`config.mk`:
```
export PLATFORM = sky130hd
export DESIGN_NAME = pin_collision
export DESIGN_NICKNAME = d
export VERILOG_FILES = /design/src/rtl/pin_collision.sv
export SDC_FILE = /design/constraint.sdc
export NUM_CORES = 2
export LEC_CHECK = 0
export ABC_AREA = 1
export BUFFER_PORTS_ARGS = -buffer_cell sky130_fd_sc_hd__buf_2
export CAP_MARGIN = 20
export CORE_ASPECT_RATIO = 1.1
export CORE_UTILIZATION = 35
export CTS_CLUSTER_SIZE = 20
export DETAILED_ROUTE_END_ITERATION = 16
export GPL_TIMING_DRIVEN = 0
export HOLD_SLACK_MARGIN = 0.06
export PLACE_DENSITY_LB_ADDON = 0.1
export SLEW_MARGIN = 20
export SYNTH_ARGS = -nofsm -noshare
export SYNTH_HDL_FRONTEND = slang
export SYNTH_SLANG_ARGS = --single-unit
```
`constraint.sdc`:
```
create_clock -name clk_in -period 39.9 [get_ports clk_in]
set_input_delay 7.98 -clock clk_in [delete_from_list [all_inputs] [get_ports clk_in]]
set_output_delay 7.98 -clock clk_in [all_outputs]
set_load 0.005 [all_outputs]
```
`src/rtl/pin_collision.sv`:
```
// Ball-vs-pin collision scan: latches one frame of ball/pin state, resolves the 10 pins
// through a two-stage distance pipeline and pulses valid_out when all pin outputs are coherent.
module pin_collision #(
  parameter int HIT_RADIUS     = 24,
  parameter int TRANSFER_SHIFT = 1,
  parameter int SCREEN_WIDTH   = 1024,
  parameter int SCREEN_HEIGHT  = 768
) (
  input  logic              clk_in,
  input  logic              rst_in,
  input  logic              start_in,
  input  logic              clear_in,
  input  logic [10:0]       ball_x_in,
  input  logic [9:0]        ball_y_in,
  input  logic [15:0]       ball_vx_in,
  input  logic [15:0]       ball_vy_in,
  input  logic [9:0][10:0]  pins_x_in,
  input  logic [9:0][9:0]   pins_y_in,
  input  logic [9:0][15:0]  pins_vx_in,
  input  logic [9:0][15:0]  pins_vy_in,
  output logic [9:0][15:0]  pins_vx_out,
  output logic [9:0][15:0]  pins_vy_out,
  output logic [9:0]        pins_hit_out,
  output logic              valid_out,
  output logic              busy_out,
  output logic [1:0]        state_out
);

  // Handshake: start_in is a single-cycle request accepted only in IDLE (busy_out=0);
  // valid_out is a single-cycle pulse with no back-pressure, outputs stay held afterwards.

  typedef enum logic [1:0] {
    IDLE  = 2'd0,
    SCAN  = 2'd1,
    DRAIN = 2'd2,
    DONE  = 2'd3
  } state_t;

  localparam logic [24:0] R2    = 25'(HIT_RADIUS * HIT_RADIUS);
  localparam logic [10:0] X_LIM = 11'(SCREEN_WIDTH);
  localparam logic [9:0]  Y_LIM = 10'(SCREEN_HEIGHT);

  state_t state_q, state_d;
  logic [3:0] idx_q;

  logic [10:0]        ball_x_q;
  logic [9:0]         ball_y_q;
  logic signed [15:0] ball_vx_q;
  logic signed [15:0] ball_vy_q;
  logic [9:0][10:0]   pins_x_q;
  logic [9:0][9:0]    pins_y_q;
  logic [9:0][15:0]   pins_vx_q;
  logic [9:0][15:0]   pins_vy_q;

  logic               s1_valid;
  logic [3:0]         s1_idx;
  logic signed [11:0] s1_dx;
  logic signed [10:0] s1_dy;
  logic               s1_on;

  logic signed [23:0] dx_ext, dx_sq;
  logic signed [21:0] dy_ext, dy_sq;
  logic [24:0]        d2;
  logic               hit_now;
  logic               ball_on;
  logic               accept;
  logic               clear_ok;

  assign accept   = (state_q == IDLE) && start_in;
  assign clear_ok = (state_q == IDLE) && clear_in;
  assign ball_on  = (ball_x_q < X_LIM) && (ball_y_q < Y_LIM);

  always_ff @(posedge clk_in or posedge rst_in) begin
    if (rst_in) state_q <= IDLE;
    else        state_q <= state_d;
  end

  always_comb begin
    state_d = state_q;
    case (state_q)
      IDLE:    if (start_in) state_d = SCAN;
      SCAN:    if (idx_q == 4'd9) state_d = DRAIN;
      DRAIN:   state_d = DONE;
      DONE:    state_d = IDLE;
      default: state_d = IDLE;
    endcase
  end

  assign valid_out = (state_q == DONE);
  assign busy_out  = (state_q != IDLE);
  assign state_out = state_q;

  always_ff @(posedge clk_in or posedge rst_in) begin
    if (rst_in) begin
      idx_q <= '0;
    end else if (state_q == SCAN && idx_q != 4'd9) begin
      idx_q <= idx_q + 4'd1;
    end else begin
      idx_q <= '0;
    end
  end

  // Shadow copies: everything downstream reads only these, so inputs may move mid-scan.
  always_ff @(posedge clk_in or posedge rst_in) begin
    if (rst_in) begin
      ball_x_q  <= '0;
      ball_y_q  <= '0;
      ball_vx_q <= '0;
      ball_vy_q <= '0;
      pins_x_q  <= '0;
      pins_y_q  <= '0;
      pins_vx_q <= '0;
      pins_vy_q <= '0;
    end else if (accept) begin
      ball_x_q  <= ball_x_in;
      ball_y_q  <= ball_y_in;
      ball_vx_q <= ball_vx_in;
      ball_vy_q <= ball_vy_in;
      pins_x_q  <= pins_x_in;
      pins_y_q  <= pins_y_in;
      pins_vx_q <= pins_vx_in;
      pins_vy_q <= pins_vy_in;
    end
  end

  // Stage 1: one extra sign bit keeps the differences exact over the full input range.
  always_ff @(posedge clk_in or posedge rst_in) begin
    if (rst_in) begin
      s1_valid <= 1'b0;
      s1_idx   <= '0;
      s1_dx    <= '0;
      s1_dy    <= '0;
      s1_on    <= 1'b0;
    end else begin
      s1_valid <= (state_q == SCAN);
      s1_idx   <= idx_q;
      s1_dx    <= $signed({1'b0, ball_x_q}) - $signed({1'b0, pins_x_q[idx_q]});
      s1_dy    <= $signed({1'b0, ball_y_q}) - $signed({1'b0, pins_y_q[idx_q]});
      s1_on    <= ball_on && (pins_x_q[idx_q] < X_LIM) && (pins_y_q[idx_q] < Y_LIM);
    end
  end

  assign dx_ext  = 24'(s1_dx);
  assign dy_ext  = 22'(s1_dy);
  assign dx_sq   = dx_ext * dx_ext;
  assign dy_sq   = dy_ext * dy_ext;
  assign d2      = 25'($unsigned(dx_sq)) + 25'($unsigned(dy_sq));
  assign hit_now = s1_on && (d2 <= R2);

  // Stage 2: write back one pin; clear only reaches here while idle.
  always_ff @(posedge clk_in or posedge rst_in) begin
    if (rst_in) begin
      pins_hit_out <= '0;
      pins_vx_out  <= '0;
      pins_vy_out  <= '0;
    end else if (clear_ok) begin
      pins_hit_out <= '0;
      pins_vx_out  <= '0;
      pins_vy_out  <= '0;
    end else if (s1_valid) begin
      if (pins_hit_out[s1_idx]) begin
        pins_vx_out[s1_idx] <= pins_vx_q[s1_idx];
        pins_vy_out[s1_idx] <= pins_vy_q[s1_idx];
      end else if (hit_now) begin
        pins_hit_out[s1_idx] <= 1'b1;
        pins_vx_out[s1_idx]  <= ball_vx_q >>> TRANSFER_SHIFT;
        pins_vy_out[s1_idx]  <= ball_vy_q >>> TRANSFER_SHIFT;
      end else begin
        pins_vx_out[s1_idx] <= '0;
        pins_vy_out[s1_idx] <= '0;
      end
    end
  end

endmodule

```
==> impl_metrics.yaml <==
clock_tree:
  path_clk_slew_ns: 0.07
  cts_tree: "built"
  clk_path_buf_depth: 3
  clkSinkCount: 946
  ctsResizeCount: 0
  clk_latency_ns: 0.79
  htreeDepth: 3
  cts-root-buf: "clkbuf_16"
  cts_hold_buf: 0
  cts_inserted_buffers: 111
  postCtsSetupBuffers: 0
sta:
  min_period_over_period_pct: 26.4
  clock-skew-final_ns: 0.0703
  period_minus_slack_ns: 10.55
  drv_slew: 0
  slew_headroom_pct: 14.1
  clock.fmax_mhz: 94.8
  rsz0062_at_grt: "no"
  finalSetupViolCount: 0
  tightest_slew_ns: 1.29
  finalHoldViolations: 0
global_routing:
  grt_pass1_wl_mm: 422
  grt_max_degree: 100
  grt_pass1_vias: 58500
  track_usage_pct: 32.8
  antenna_found_initial: 167
  overflow: 0
routing:
  num_vias: 60500
  routed_wl_mm: 299
  dr.pass1.iters: 6
  drtIter0Drc: 5492
  drt-vias-per-instance: 5.22
  drt-wirelength-per-cell_um: 25.8
  postRouteAntennaNets: 0
  drc: 0
worst_setup_path:
  crit_path_end: "ball_vy_q[1]$_DFFE_PP0P_"
  cp.arrival_ns: 11.12
  crit_type: "in -> reg"
  worstSetupStartpoint: "start_in"
  worstSetupStartpointType: "primary input"
  r2r-start: "s1_dx[6]$_DFF_PP0_"
  reg2reg_slack_ns: 30.49
  reg2reg_depth: 36
  timing.rr.end: "pins_hit_out[2]$_DFFE_PP0P_"
  worstSetupEndpointType: "register"
  required_ns: 40.46
  cp_max_fo: 10
place:
  io_buffers: 918
  place.gp.congestion: 0.966
  place_hpwl_mm: 236
  placed_area_sq_um: 70600
job:
  max_cap_violations: 0
yosys:
  synth_edf_count: 0
  syn_inst: 7984
  synth_nets: 8947
  yosys_warnings: 0
  synth-seq-area-share_pct: 38.0
  async_flop_share_pct: 100
  synthMostInstantiatedCell: "nand2_1"
  syn_avg_cell_area_sq_um: 7.80
  synth_area_sq_um: 62300
  synth_top_area_share_pct: 38.0
  synthFlopType: "dfrtp_1"
  synth_area_leader_cell: "dfrtp_1"
  synth_area_leaders: "dfrtp_1 (38%), nand2_1 (12%), mux2_2 (8.3%), fa_1 (7.4%), inv_1 (5.9%)"
  ys_types: 54
  synthTopCellsByCount: "nand2_1 (1965), inv_1 (974), dfrtp_1 (946), nor2_1 (880), a21oi_1 (490)"
  ys_seq_elements: 946
final_layout:
  area_growth_pct: 19.5
  nNetsFinal: 10000
  drive_gt1_share_pct: 20.6
  multiInputGateArea_sq_um: 32900
  regArea_sq_um: 23700
  fillCellCount: 18700
  stdcell_area_sq_um: 74400
floorplan:
  io_pins: 921
  die_area_sq_um: 180000
  dieHeight_um: 444
  start_util_pct: 35.2
  row_count: 162
  fp.coreArea_sq_um: 177000
  die_width_um: 404
run_status:
  status: "complete, no violations"
hold_path:
  min_path_type: "reg -> reg"
how the worst min path moves through the flow:
stage	cells past startpoint	slack, ns	from	to
2_1_floorplan	0	0.38	idx_q[1]$_DFF_PP0_	s1_idx[1]$_DFF_PP0_
5_1_grt	0	0.50	idx_q[0]$_DFF_PP0_	s1_idx[0]$_DFF_PP0_
3_3_place_gp	0	0.46	idx_q[0]$_DFF_PP0_	s1_idx[0]$_DFF_PP0_
3_5_place_dp	0	0.45	idx_q[0]$_DFF_PP0_	s1_idx[0]$_DFF_PP0_
6_report	0	0.47	idx_q[0]$_DFF_PP0_	s1_idx[0]$_DFF_PP0_
4_1_cts	0	0.47	idx_q[0]$_DFF_PP0_	s1_idx[0]$_DFF_PP0_
critical path, stage by stage:
cell,delay [ns]
buf_2,0.10
nand2_1,0.17
clkbuf_1,0.66
clkbuf_2,0.48
buf_16,0.21
clkbuf_2,0.50
clkbuf_1,0.81
a21oi_1,0.17
layout by cell type, fill, tap and decap left out, drive strengths merged, types with 2 or more instances in the layout:
cell type     n
nand2      1968
buf        1072
inv         991
dfrtp       946
nor2        888
clkbuf      562
a21oi       494
mux2        457
o21ai       451
nand3       389
fa          229
ha          147
a22oi       130
or2         130
diode        65
xor2         45
clkinv       42
xnor2        27
o221ai       25
nand4        25
o211ai       20
nor4         16
a2111o       14
o22ai        10
bufinv        9
mux2i         8
o21bai        7
nand3b        6
a32o          6
nor3          6
a31oi         5
a21o          4
a31o          3
clkinvlp      3
and2          2
or4           2
o31ai         2
cell families after synthesis:
kind of cell             Yosys count  share of synthesized area [%]
buffers and inverters           1515                           9.36
adder cells (fa/ha/maj)          376                           10.3
flip-flops                       946                           38.0
AO/OA/AOI/OAI                   1176                           10.6
XOR/XNOR                          72                           1.01
AND/OR/NAND/NOR                 3434                           22.3
multiplexers                     465                           8.39
metrics by stage:
stage | TNS [ns] | std cells | hold WS, ns | worst slack (ns) | utilization [%]
2_1_floorplan | 0 | 7984 | 0.376 | 5.32 | -
3_3_place_gp | -6902.81 | 11300 | 0.457 | -7.55 | 39.5
3_5_place_dp | 0 | 11300 | 0.455 | 28.68 | 39.9
4_1_cts | 0 | 11500 | 0.473 | 29.47 | 41.9
5_1_grt | 0 | 11600 | 0.502 | 29.34 | 42.0
6_report | 0 | 11600 | 0.470 | 29.35 | 42.0
sequential cells by signal (all words and copies together) (netlist names):
register and cells:
s1_dy 11, pins_vy_out 160, idx_q 4, ball_x_q 11
pins_x_q 110, pins_y_q 100, ball_vy_q 15, s1_idx 4
pins_vx_out 160, state_out 2, pins_hit_out 10, ball_vx_q 15
s1_valid 1, s1_on 1, pins_vy_q 160, ball_y_q 10
s1_dx 12, pins_vx_q 160
layout make-up:
cell class	count	share of cell area, %
Sequential cell	946	31.8
Tap cell	2378	4.00
Clock inverter	43	0.740
Clock buffer	155	4.17
Buffer	513	2.81
Multi-Input combinational cell	5523	44.2
Antenna cell	65	0.219
Timing Repair Buffer	966	6.97
Inverter	1002	5.07
layer usage:
metal / vias to the layer above / global-route usage, % / share of wire [%]
li1: 27600 / - / -
met1: 29300 / 41.0 / 40
met2: 2691 / 51.4 / 45
met3: 792 / 8.23 / 8.9
met4: 112 / 18.8 / 6.5
met5: - / 0 / 0.23
Power is not shown: default switching activity piles up to over one toggle a cycle in this logic, so the estimate is an artifact.
